--- src/rtl/uart_rx_framer_pkg.sv ---
`timescale 1ns/1ps
`default_nettype none
// ============================================================================
//  Package     : uart_rx_framer_pkg
//  Description : Shared constants for the UART receive framer: FSM state
//                encodings, the divider floor and the parity helper that the
//                transmit path also uses.
//  Revision    : 1.0 - initial release
// ============================================================================
package uart_rx_framer_pkg;

   // Smallest usable clocks-per-bit; the 3-point vote needs H-1 >= 1.
   localparam int MIN_DIVIDER_DEFAULT = 4;

   // Receiver FSM encodings
   localparam logic [2:0] ST_IDLE   = 3'd0;
   localparam logic [2:0] ST_START  = 3'd1;
   localparam logic [2:0] ST_DATA   = 3'd2;
   localparam logic [2:0] ST_PARITY = 3'd3;
   localparam logic [2:0] ST_STOP1  = 3'd4;
   localparam logic [2:0] ST_STOP2  = 3'd5;

   // Parity bit a transmitter would append: even -> XOR of data, odd -> inverted.
   function automatic logic calc_parity(input logic [7:0] data, input logic even);
      return (^data) ^ ~even;
   endfunction

endpackage

`default_nettype wire

--- src/rtl/uart_rx_framer_bit_sampler.sv ---
`timescale 1ns/1ps
`default_nettype none
// ============================================================================
//  Module      : uart_rx_framer_bit_sampler
//  Description : Two-flop synchroniser for the async serial line, falling-edge
//                detect on the synchronised line, and a 3-point majority vote
//                around the bit centre (counts H-1, H, H+1).
//  Revision    : 1.0 - initial release
// ============================================================================
module uart_rx_framer_bit_sampler (
   input  logic       clock_i,
   input  logic       reset_i,
   input  logic       serial_i,
   input  logic [7:0] count_i,
   input  logic [7:0] half_i,
   output logic       sync_o,
   output logic       fall_o,
   output logic       bit_o,
   output logic       bit_strobe_o
);

   logic meta_q;
   logic sync_q;
   logic prev_q;
   logic samp0_q;
   logic samp1_q;

   // Synchroniser and edge-history flops; preset high so reset never looks like a start edge
   always_ff @(posedge clock_i or negedge reset_i) begin
      if (!reset_i) begin
         meta_q <= 1'b1;
         sync_q <= 1'b1;
         prev_q <= 1'b1;
      end else begin
         meta_q <= serial_i;
         sync_q <= meta_q;
         prev_q <= sync_q;
      end
   end

   // Capture the first two vote samples; the third is the live line at H+1
   always_ff @(posedge clock_i or negedge reset_i) begin
      if (!reset_i) begin
         samp0_q <= 1'b1;
         samp1_q <= 1'b1;
      end else begin
         if (count_i == (half_i - 8'd1)) samp0_q <= sync_q;
         if (count_i == half_i)          samp1_q <= sync_q;
      end
   end

   assign sync_o       = sync_q;
   assign fall_o       = prev_q & ~sync_q;
   assign bit_strobe_o = (count_i == (half_i + 8'd1));
   assign bit_o        = (samp0_q & samp1_q) | (samp0_q & sync_q) | (samp1_q & sync_q);

endmodule

`default_nettype wire

--- src/rtl/uart_rx_framer.sv ---
`timescale 1ns/1ps
`default_nettype none
// ============================================================================
//  Module      : uart_rx_framer
//  Description : UART receiver. Deserialises start + 8 data bits (LSB first)
//                + optional parity + 1/2 stop bits and presents each byte with
//                parity/framing/overrun flags over a valid/ready handshake.
//  Revision    : 1.0 - initial release
// ============================================================================
module uart_rx_framer
   import uart_rx_framer_pkg::*;
#(
   parameter int MIN_DIVIDER = MIN_DIVIDER_DEFAULT
) (
   input  logic       clock_i,
   input  logic       reset_i,
   input  logic       serial_i,
   input  logic [7:0] clock_divider_i,
   input  logic       parity_bit_i,
   input  logic       parity_even_i,
   input  logic       two_stop_bits_i,
   input  logic       ready_i,
   output logic [7:0] data_o,
   output logic       valid_o,
   output logic       parity_error_o,
   output logic       framing_error_o,
   output logic       overrun_o,
   output logic       busy_o
);

   localparam logic [7:0] MIN_DIV8 = 8'(MIN_DIVIDER);

   // FSM
   logic [2:0] state_q;
   logic [2:0] state_d;

   // Frame configuration captured at start detect
   logic [7:0] div_q;
   logic       par_en_q;
   logic       par_even_q;
   logic       two_stop_q;

   // Bit timer and receive datapath
   logic [7:0] count_q;
   logic [7:0] count_d;
   logic [2:0] bit_idx_q;
   logic [7:0] shift_q;
   logic       par_err_q;
   logic       stop1_q;
   logic       wait_high_q;

   // Presented byte and flags
   logic [7:0] data_q;
   logic       valid_q;
   logic       perr_q;
   logic       ferr_q;
   logic       ovr_q;

   // Combinational helpers
   logic [7:0] div_floor;
   logic [7:0] half;
   logic       bit_end;
   logic       start_go;
   logic       accept;
   logic       line_sync;
   logic       line_fall;
   logic       bit_val;
   logic       bit_strobe;
   logic       deliver;
   logic       shift_en;
   logic       par_sample;
   logic       stop1_sample;
   logic       ferr_new;

   assign div_floor = (clock_divider_i < MIN_DIV8) ? MIN_DIV8 : clock_divider_i;
   assign half      = div_q >> 1;
   assign bit_end   = (count_q == (div_q - 8'd1));
   assign start_go  = (state_q == ST_IDLE) & line_fall & ~wait_high_q;
   assign accept    = valid_q & ready_i;

   uart_rx_framer_bit_sampler u_sampler (
      .clock_i      (clock_i),
      .reset_i      (reset_i),
      .serial_i     (serial_i),
      .count_i      (count_q),
      .half_i       (half),
      .sync_o       (line_sync),
      .fall_o       (line_fall),
      .bit_o        (bit_val),
      .bit_strobe_o (bit_strobe)
   );

   // State register
   always_ff @(posedge clock_i or negedge reset_i) begin
      if (!reset_i) state_q <= ST_IDLE;
      else          state_q <= state_d;
   end

   // Next-state logic; STOP1 without a second stop bit leaves at the sample point to allow resync
   always_comb begin
      state_d = state_q;
      case (state_q)
         ST_IDLE: begin
            if (start_go) state_d = ST_START;
         end
         ST_START: begin
            if (bit_strobe && bit_val) state_d = ST_IDLE;
            else if (bit_end)          state_d = ST_DATA;
         end
         ST_DATA: begin
            if (bit_end && (bit_idx_q == 3'd7)) state_d = par_en_q ? ST_PARITY : ST_STOP1;
         end
         ST_PARITY: begin
            if (bit_end) state_d = ST_STOP1;
         end
         ST_STOP1: begin
            if (two_stop_q) begin
               if (bit_end) state_d = ST_STOP2;
            end else if (bit_strobe) begin
               state_d = ST_IDLE;
            end
         end
         ST_STOP2: begin
            if (bit_strobe) state_d = ST_IDLE;
         end
         default: state_d = ST_IDLE;
      endcase
   end

   // FSM outputs: per-state sample enables, delivery strobe and busy
   always_comb begin
      busy_o       = (state_q != ST_IDLE);
      shift_en     = (state_q == ST_DATA)   & bit_strobe;
      par_sample   = (state_q == ST_PARITY) & bit_strobe;
      stop1_sample = (state_q == ST_STOP1)  & bit_strobe;
      deliver      = bit_strobe & (((state_q == ST_STOP1) & ~two_stop_q) | (state_q == ST_STOP2));
      ferr_new     = (state_q == ST_STOP2) ? (~stop1_q | ~bit_val) : ~bit_val;
      if ((state_q == ST_IDLE) || (state_d == ST_IDLE) || bit_end) count_d = 8'd0;
      else                                                         count_d = count_q + 8'd1;
   end

   // Bit timer, config latch, shift register and pending frame flags
   always_ff @(posedge clock_i or negedge reset_i) begin
      if (!reset_i) begin
         count_q     <= 8'd0;
         div_q       <= 8'd0;
         par_en_q    <= 1'b0;
         par_even_q  <= 1'b0;
         two_stop_q  <= 1'b0;
         bit_idx_q   <= 3'd0;
         shift_q     <= 8'd0;
         par_err_q   <= 1'b0;
         stop1_q     <= 1'b1;
         wait_high_q <= 1'b0;
      end else begin
         count_q <= count_d;
         if (start_go) begin
            div_q      <= div_floor;
            par_en_q   <= parity_bit_i;
            par_even_q <= parity_even_i;
            two_stop_q <= two_stop_bits_i;
            bit_idx_q  <= 3'd0;
            par_err_q  <= 1'b0;
         end else if ((state_q == ST_DATA) && bit_end) begin
            bit_idx_q <= bit_idx_q + 3'd1;
         end
         if (shift_en)     shift_q   <= {bit_val, shift_q[7:1]};
         if (par_sample)   par_err_q <= (calc_parity(shift_q, par_even_q) != bit_val);
         if (stop1_sample) stop1_q   <= bit_val;
         // A low stop bit means the line may still be low: block start detect until it idles high
         if (deliver && ferr_new)                  wait_high_q <= 1'b1;
         else if ((state_q == ST_IDLE) && line_sync) wait_high_q <= 1'b0;
      end
   end

   // Output register: deliver wins over accept; delivering onto an unaccepted byte flags overrun
   always_ff @(posedge clock_i or negedge reset_i) begin
      if (!reset_i) begin
         data_q  <= 8'h00;
         valid_q <= 1'b0;
         perr_q  <= 1'b0;
         ferr_q  <= 1'b0;
         ovr_q   <= 1'b0;
      end else if (deliver) begin
         data_q  <= shift_q;
         perr_q  <= par_err_q & par_en_q;
         ferr_q  <= ferr_new;
         valid_q <= 1'b1;
         ovr_q   <= valid_q & ~ready_i;
      end else if (accept) begin
         valid_q <= 1'b0;
         ovr_q   <= 1'b0;
      end
   end

   assign data_o          = data_q;
   assign valid_o         = valid_q;
   assign parity_error_o  = perr_q;
   assign framing_error_o = ferr_q;
   assign overrun_o       = ovr_q;

endmodule

`default_nettype wire

--- config.mk ---
export PLATFORM = sky130hd
export DESIGN_NAME = uart_rx_framer
export DESIGN_NICKNAME = d
export VERILOG_FILES = /design/src/rtl/uart_rx_framer_pkg.sv /design/src/rtl/uart_rx_framer_bit_sampler.sv /design/src/rtl/uart_rx_framer.sv
export SDC_FILE = /design/constraint.sdc
export NUM_CORES = 1
export LEC_CHECK = 0
export ABC_AREA = 1
export CAP_MARGIN = 20
export CORE_MARGIN = 2
export CORE_UTILIZATION = 46
export CTS_BUF_LIST = sky130_fd_sc_hd__clkbuf_4 sky130_fd_sc_hd__clkbuf_8
export CTS_CLUSTER_SIZE = 30
export DETAILED_ROUTE_END_ITERATION = 6
export DONT_BUFFER_PORTS = 1
export GPL_TIMING_DRIVEN = 0
export HOLD_SLACK_MARGIN = 0.12
export PLACE_DENSITY = 0.69
export REMOVE_ABC_BUFFERS = 1
export SLEW_MARGIN = 25
export SYNTH_ARGS = -nofsm -noshare
export SYNTH_HDL_FRONTEND = slang
export SYNTH_HIERARCHICAL = 1
export SYNTH_SLANG_ARGS = --single-unit
--- constraint.sdc ---
create_clock -name clock_i -period 3.2 [get_ports clock_i]
set_input_delay 0.32 -clock clock_i [delete_from_list [all_inputs] [get_ports clock_i]]
set_output_delay 0.32 -clock clock_i [all_outputs]
set_load 0.03 [all_outputs]
# Word-level counts from Yosys, hierarchy flattened
# Cells that the tools add are included.
[totals]
ff_bits = 53
input_bits = 15
out_inout_bits = 13
elab_cells = 101
[op_classes]
addsub = 5
n_lt_le_gt_ge = 1
eq_ne = 11
n_mux = 22
n_bitwise = 26
n_reduce_logical = 15
[ops]
columns = ["operator", "n"]
rows = [
  ["3-bit 2-to-1 mux", 11],
  ["8-bit == test", 3],
  ["3-bit case mux with 6 select lines", 1],
  ["8-bit 2-to-1 mux", 2],
  ["1-bit AND", 14],
  ["3-bit == test, second input constant", 3],
  ["7-bit by 1-bit adder with 8-bit output, second input constant", 1],
  ["8-bit by 1-bit adder with 8-bit output, second input constant", 1],
  ["8-bit by 7-bit == test with 1-bit output", 1],
  ["8-bit by 3-bit < comparator with 1-bit output, second input constant", 1],
  ["1-bit 2-to-1 mux", 8],
  ["2-bit nonzero test", 4],
  ["8-bit parity", 1],
  ["7-bit by 1-bit subtractor with 8-bit output, second input constant", 1],
  ["8-bit by 1-bit subtractor with 8-bit output, second input constant", 1],
  ["1-bit inverter", 7],
  ["3-bit by 2-bit == test with 1-bit output, second input constant", 2],
  ["3-bit zero test", 2],
  ["1-bit logical AND", 5],
  ["1-bit bitwise OR", 4],
  ["3-bit by 1-bit adder with 3-bit output, second input constant", 1],
  ["3-bit by 1-bit == test with 1-bit output, second input constant", 1],
  ["3-bit nonzero test", 1],
  ["1-bit logical OR", 2],
  ["other kinds (2)", 2],
]

# Depth between registers and ports, before layout
[depth]
ltp_word = 10
mapped_depth = 18
mapped_depth_nobuf = 18

# Cells and area by module
# The synthesis kept the hierarchy.
[modules_own_cells]
columns = ["mod", "n_inst", "cells_per_inst", "area_each_um2", "seq_area_each_um2"]
rows = [
  ["uart_rx_framer", 1, 335, 2628.8, 1202.4],
  ["uart_rx_framer_bit_sampler", 1, 137, 729.4, 131.4],
]

# Worst setup path before layout
# Ideal clock, no wire load.
[synth_timing]
kind = "register to register"
start = "register div_q[2]"
end = "register count_q[0]"
setup_time_ps = 122
t_arrival_ps = 2415
required_ps = 3078
slack_ps = 663
stages_incl_launch_ff = 19
path_buffers = 0
synth_period_minus_slack_ps = 2537
cell_sequence = "dfrtp_1 -> inv_1 -> ha_1 -> inv_1 -> nand2_1 -> a21oi_1 -> nand3_1 -> nor2_1 -> nand3_1 -> nor2_1 -> inv_1 -> o211ai_1 -> nand2_1 -> nand2_1 -> nand3_1 -> nor2_2 -> nand3_2 -> nand2_4 -> nor2_2"
[synth_between]
elab_chain_len = 9
word_cells_on_any_way = 18
classes_between = "add/sub (2); eq/ne (2); mux (9); reduce/logical (5)"
[synth_rtl]
columns = ["item", "line", "text"]
rows = [
  ["from (decl)", "uart_rx_framer.sv:38", "logic [7:0] div_q;"],
  ["from (signal assigned)", "uart_rx_framer.sv:158", "div_q <= div_floor;"],
  ["7-bit by 1-bit adder with 8-bit output *", "uart_rx_framer_bit_sampler.sv:54", "assign bit_strobe_o = (count_i == (half_i + 8'd1));"],
  ["8-bit == test *", "uart_rx_framer_bit_sampler.sv:54", ""],
  ["net bit_strobe", "uart_rx_framer.sv:68", "logic bit_strobe;"],
  ["3-bit 2-to-1 mux / 1-bit logical AND (equally long branches)", "uart_rx_framer.sv:119, uart_rx_framer.sv:124, uart_rx_framer.sv:107", ""],
  ["3-bit 2-to-1 mux (on tied branches)", "uart_rx_framer.sv:117, uart_rx_framer.sv:107", ""],
  ["3-bit case mux with 6 select lines *", "uart_rx_framer.sv:102", "case (state_q)"],
  ["3-bit zero test *", "uart_rx_framer.sv:138", "if ((state_q == ST_IDLE) || (state_d == ST_IDLE) || bit_end) count_d = 8'd0;"],
  ["1-bit logical OR * (2 in a row)", "uart_rx_framer.sv:138", ""],
  ["8-bit 2-to-1 mux *", "uart_rx_framer.sv:138", ""],
  ["net count_d[0]", "uart_rx_framer.sv:45", "logic [7:0] count_d;"],
  ["to (signal assigned)", "uart_rx_framer.sv:156", "count_q <= count_d;"],
  ["to (decl)", "uart_rx_framer.sv:44", "logic [7:0] count_q;"],
]
# The timed path passes the listed nets; every way through them passes the cells marked *.
# A chain may end at the register's enable or synchronous reset.

# Worst setup path after layout
[layout_timing]
start = "register div_q[1]"
end = "register count_q[6]"
# Same word-level chain as after synthesis.

==> metrics <==
status=completed; worst hold start=clock_divider_i[5]; maximum VDD drop=159 uV; htree depth=2; crit-path cells=inv_1 -> ha_1 -> inv_1 -> nand2_1 -> a21oi_1 -> nand3_1 -> nor2_1 -> nand3_1 -> nor2_2 -> inv_1 -> o211ai_1 -> nand2_1 -> nand2_1 -> nand3_1 -> nor2_2 -> nand3_2 -> nand2_4 -> nor2_2; Yosys top cell by area=dfrtp_1; GRT Residual Overflow=0; largest stage delay on the critical path=0.45 ns; grt met1 use=25.6%; ys async rst share=100%; HP Class=input pin to flip-flop; worst-path fanout max=8; Detail Placement HPWL=5.17 mm; worst reg2reg path depth=18; number of I/O port buffers=0; Root Buffer=clkbuf_8; Row Count=31; wire per inst=12.0 um; fmax=about 0.35 GHz; FF-to-FF setup slack=0.32 ns; global-route wire length before repair=11.5 mm; post-layout minimum cycle time=2.88 ns; GR peak layer=met2; diode count=0; worst-skew pair later-pin latency=about 0.30 ns; GPL Wtd Cong=0.918; CP startpoint kind=flip-flop; setup TNS=0 ns; worst hold slack=0.124 ns; Worst-Margin Slew=0.535 ns; overall routed net length=7.00 mm; Final WS setup=approximately 0.32 ns; slowest CP cell=dfrtp_2; Top Ports=28; Routed Antenna Nets=0; placed inst area=3460 um^2; post-route cell area=between 3000 and 4000 um^2; Leak=about 0.0018 uW; Post-layout nets=505; vias in the first global route=2495; Hold Fails Final Rpt=0; WHS Endpoint=div_q[5]; Cell Pwr Density=approximately 300 nW/um^2; Setup CP Type=flip-flop to flip-flop; share of layout cells above drive strength 1=13.6%; Synth cell types=33; DRT iter0 DRCs=approximately 130; RSZ-0062 raised after global routing=no; Worst Path Required=3.40 ns; synthesis-to-finish area growth=8.94%; met2 GRT Util=approximately 30%; CTS tree=done; Total Routing Usage GR=18.4%; core region area=7180 um^2; Crit. Startpoint=div_q[1]; first drt pass iteration count=4; Post-synth EDFFs=0; Clock Sinks=53; Non-Filler Instances=slightly below 600; Max Cap Viol=0; total die area=8000 um^2; Worst Path Arrival=3.07 ns; Slew Limit Fails=0; Rel. slew slack=between 60% and 70%; fill count=between 600 and 700; synthesized area=approximately 3400 um^2; Mean Syn Cell Area=7.11 um^2; Die X=89.4 um; dominant synthesized flop cell=dfrtp_1; Hold Path Stages=2; main area contributors after synthesis=dfrtp_1 (35%), nand2_1 (17%), inv_1 (7.3%); CTS clk-pin slew, worst paths=approximately 0.09 ns; met3 usage=under 10%; Period Utilization, post-route=around nine tenths; commonest cells in the netlist=nand2_1 (149), inv_1 (65), dfrtp_1 (47), nor2_1 (39), nand3_1 (38); Clock Tree Buf Depth=2; R2R Path Start=div_q[1]; final setup fails=0; DP Worst Slack=0.0663 ns; Initial Utilization=46.8%; die height=89.4 um; sequential share of the synthesized area=39.7%; pin count of the biggest net entering global routing=54; drt via density=4.92; dpl cells=566; skew final=0.00682 ns; FF-to-FF End=count_q[6]; Synth top area share=35.0%; number of remaining DRC errors=0; CP Capture Type=flip-flop; CTS Buf Count=5; top-count cell post-synth=nand2_1; Gate Count Post-Synth=472; Seq cells post-synth=53; DR vias=between 2000 and 3000; initial antenna violation count=0; yosys warns=6
## flip-flops by register name, summed over array words and instances, names as in the netlist, 3 cells and up
name,flops
bit_idx_q,3
count_q,8
data_o,8
div_q,8
shift_q,8
state_q,3
## metrics by stage
step	util, %	power [uW]
global placement	48.2	693
global route	51.0	1130
detailed placement	48.2	693
finish	51.0	1080
CTS	50.4	1100
floorplan	-	691
## cell families (layout without fill, tap and decap cells)
logic type	after synthesis	in the layout	share of synthesized area (%)
flops	53	53	39.7
buf+inv	76	89	8.72
compound gates	40	40	6.18
xor+xnor	22	22	5.96
simple gates	273	273	36.8
other cells	1	1	0.112
fa+ha+maj	7	7	2.53
## placed cells by master (no fill, tap or decap), drive strengths merged
cell type / count
a22oi: 1
and3: 1
clkinvlp: 1
nand3: 44
xnor2: 12
nor3: 7
nor2: 56
dfrtp: 47
nand4: 4
ha: 6
dfstp: 6
or2: 2
clkbuf: 5
a31oi: 2
o21ai: 31
maj3: 1
conb: 1
a21oi: 5
buf: 6
clkinv: 1
xor2: 10
nor4: 1
nand3b: 1
inv: 72
dlygate4sd3: 4
nand2: 157
o211ai: 1
## worst max path at each step
stage	cells past startpoint	end
floorplan	18	count_q[0]
global placement	18	count_q[0]
detailed placement	18	count_q[0]
CTS	18	count_q[6]
global route	18	count_q[0]
finish	18	count_q[6]
## timing repair
action	in CTS	in global routing
hold buffers	5	0
buffers inserted	0	5
endpoints found under the hold margin	56	0
gates resized for setup	0	4
setup endpoints to repair	0	22
## final cells by class
class                      instances  area, um^2  area share [%]
multi-input combinational        343        1740            47.5
sequential                        53        1340            36.5
inverter                          71         267            7.28
tap                               99         124            3.39
timing repair buffer              10         105            2.87
clock buffer                       5        68.8            1.88
clock inverter                     3        21.3           0.581
## where the power goes
group	switching (uW)	internal (uW)
logic	17.2	8.57
clock network	227	156
registers	1.56	673
## critical path, delay by kind of cell (launching register included)
| kind | cells | cell delay (ns) |
|---|---|---|
| DFF | 1 | 0.45 |
| adders and majority gates | 1 | 0.32 |
| AOI/OAI and AO/OA | 2 | 0.42 |
| buffers and inverters | 3 | 0.29 |
| and+or+nand+nor | 12 | 1.28 |
## layer usage
layer	up-vias	wire, um	part of all wire (%)
li1	1488	-	-
met1	1323	3440	49
met2	55	3270	47
met3	10	174	2.5
met4	0	112	1.6
met5	-	0	0
(Power assumes the default switching activity.)
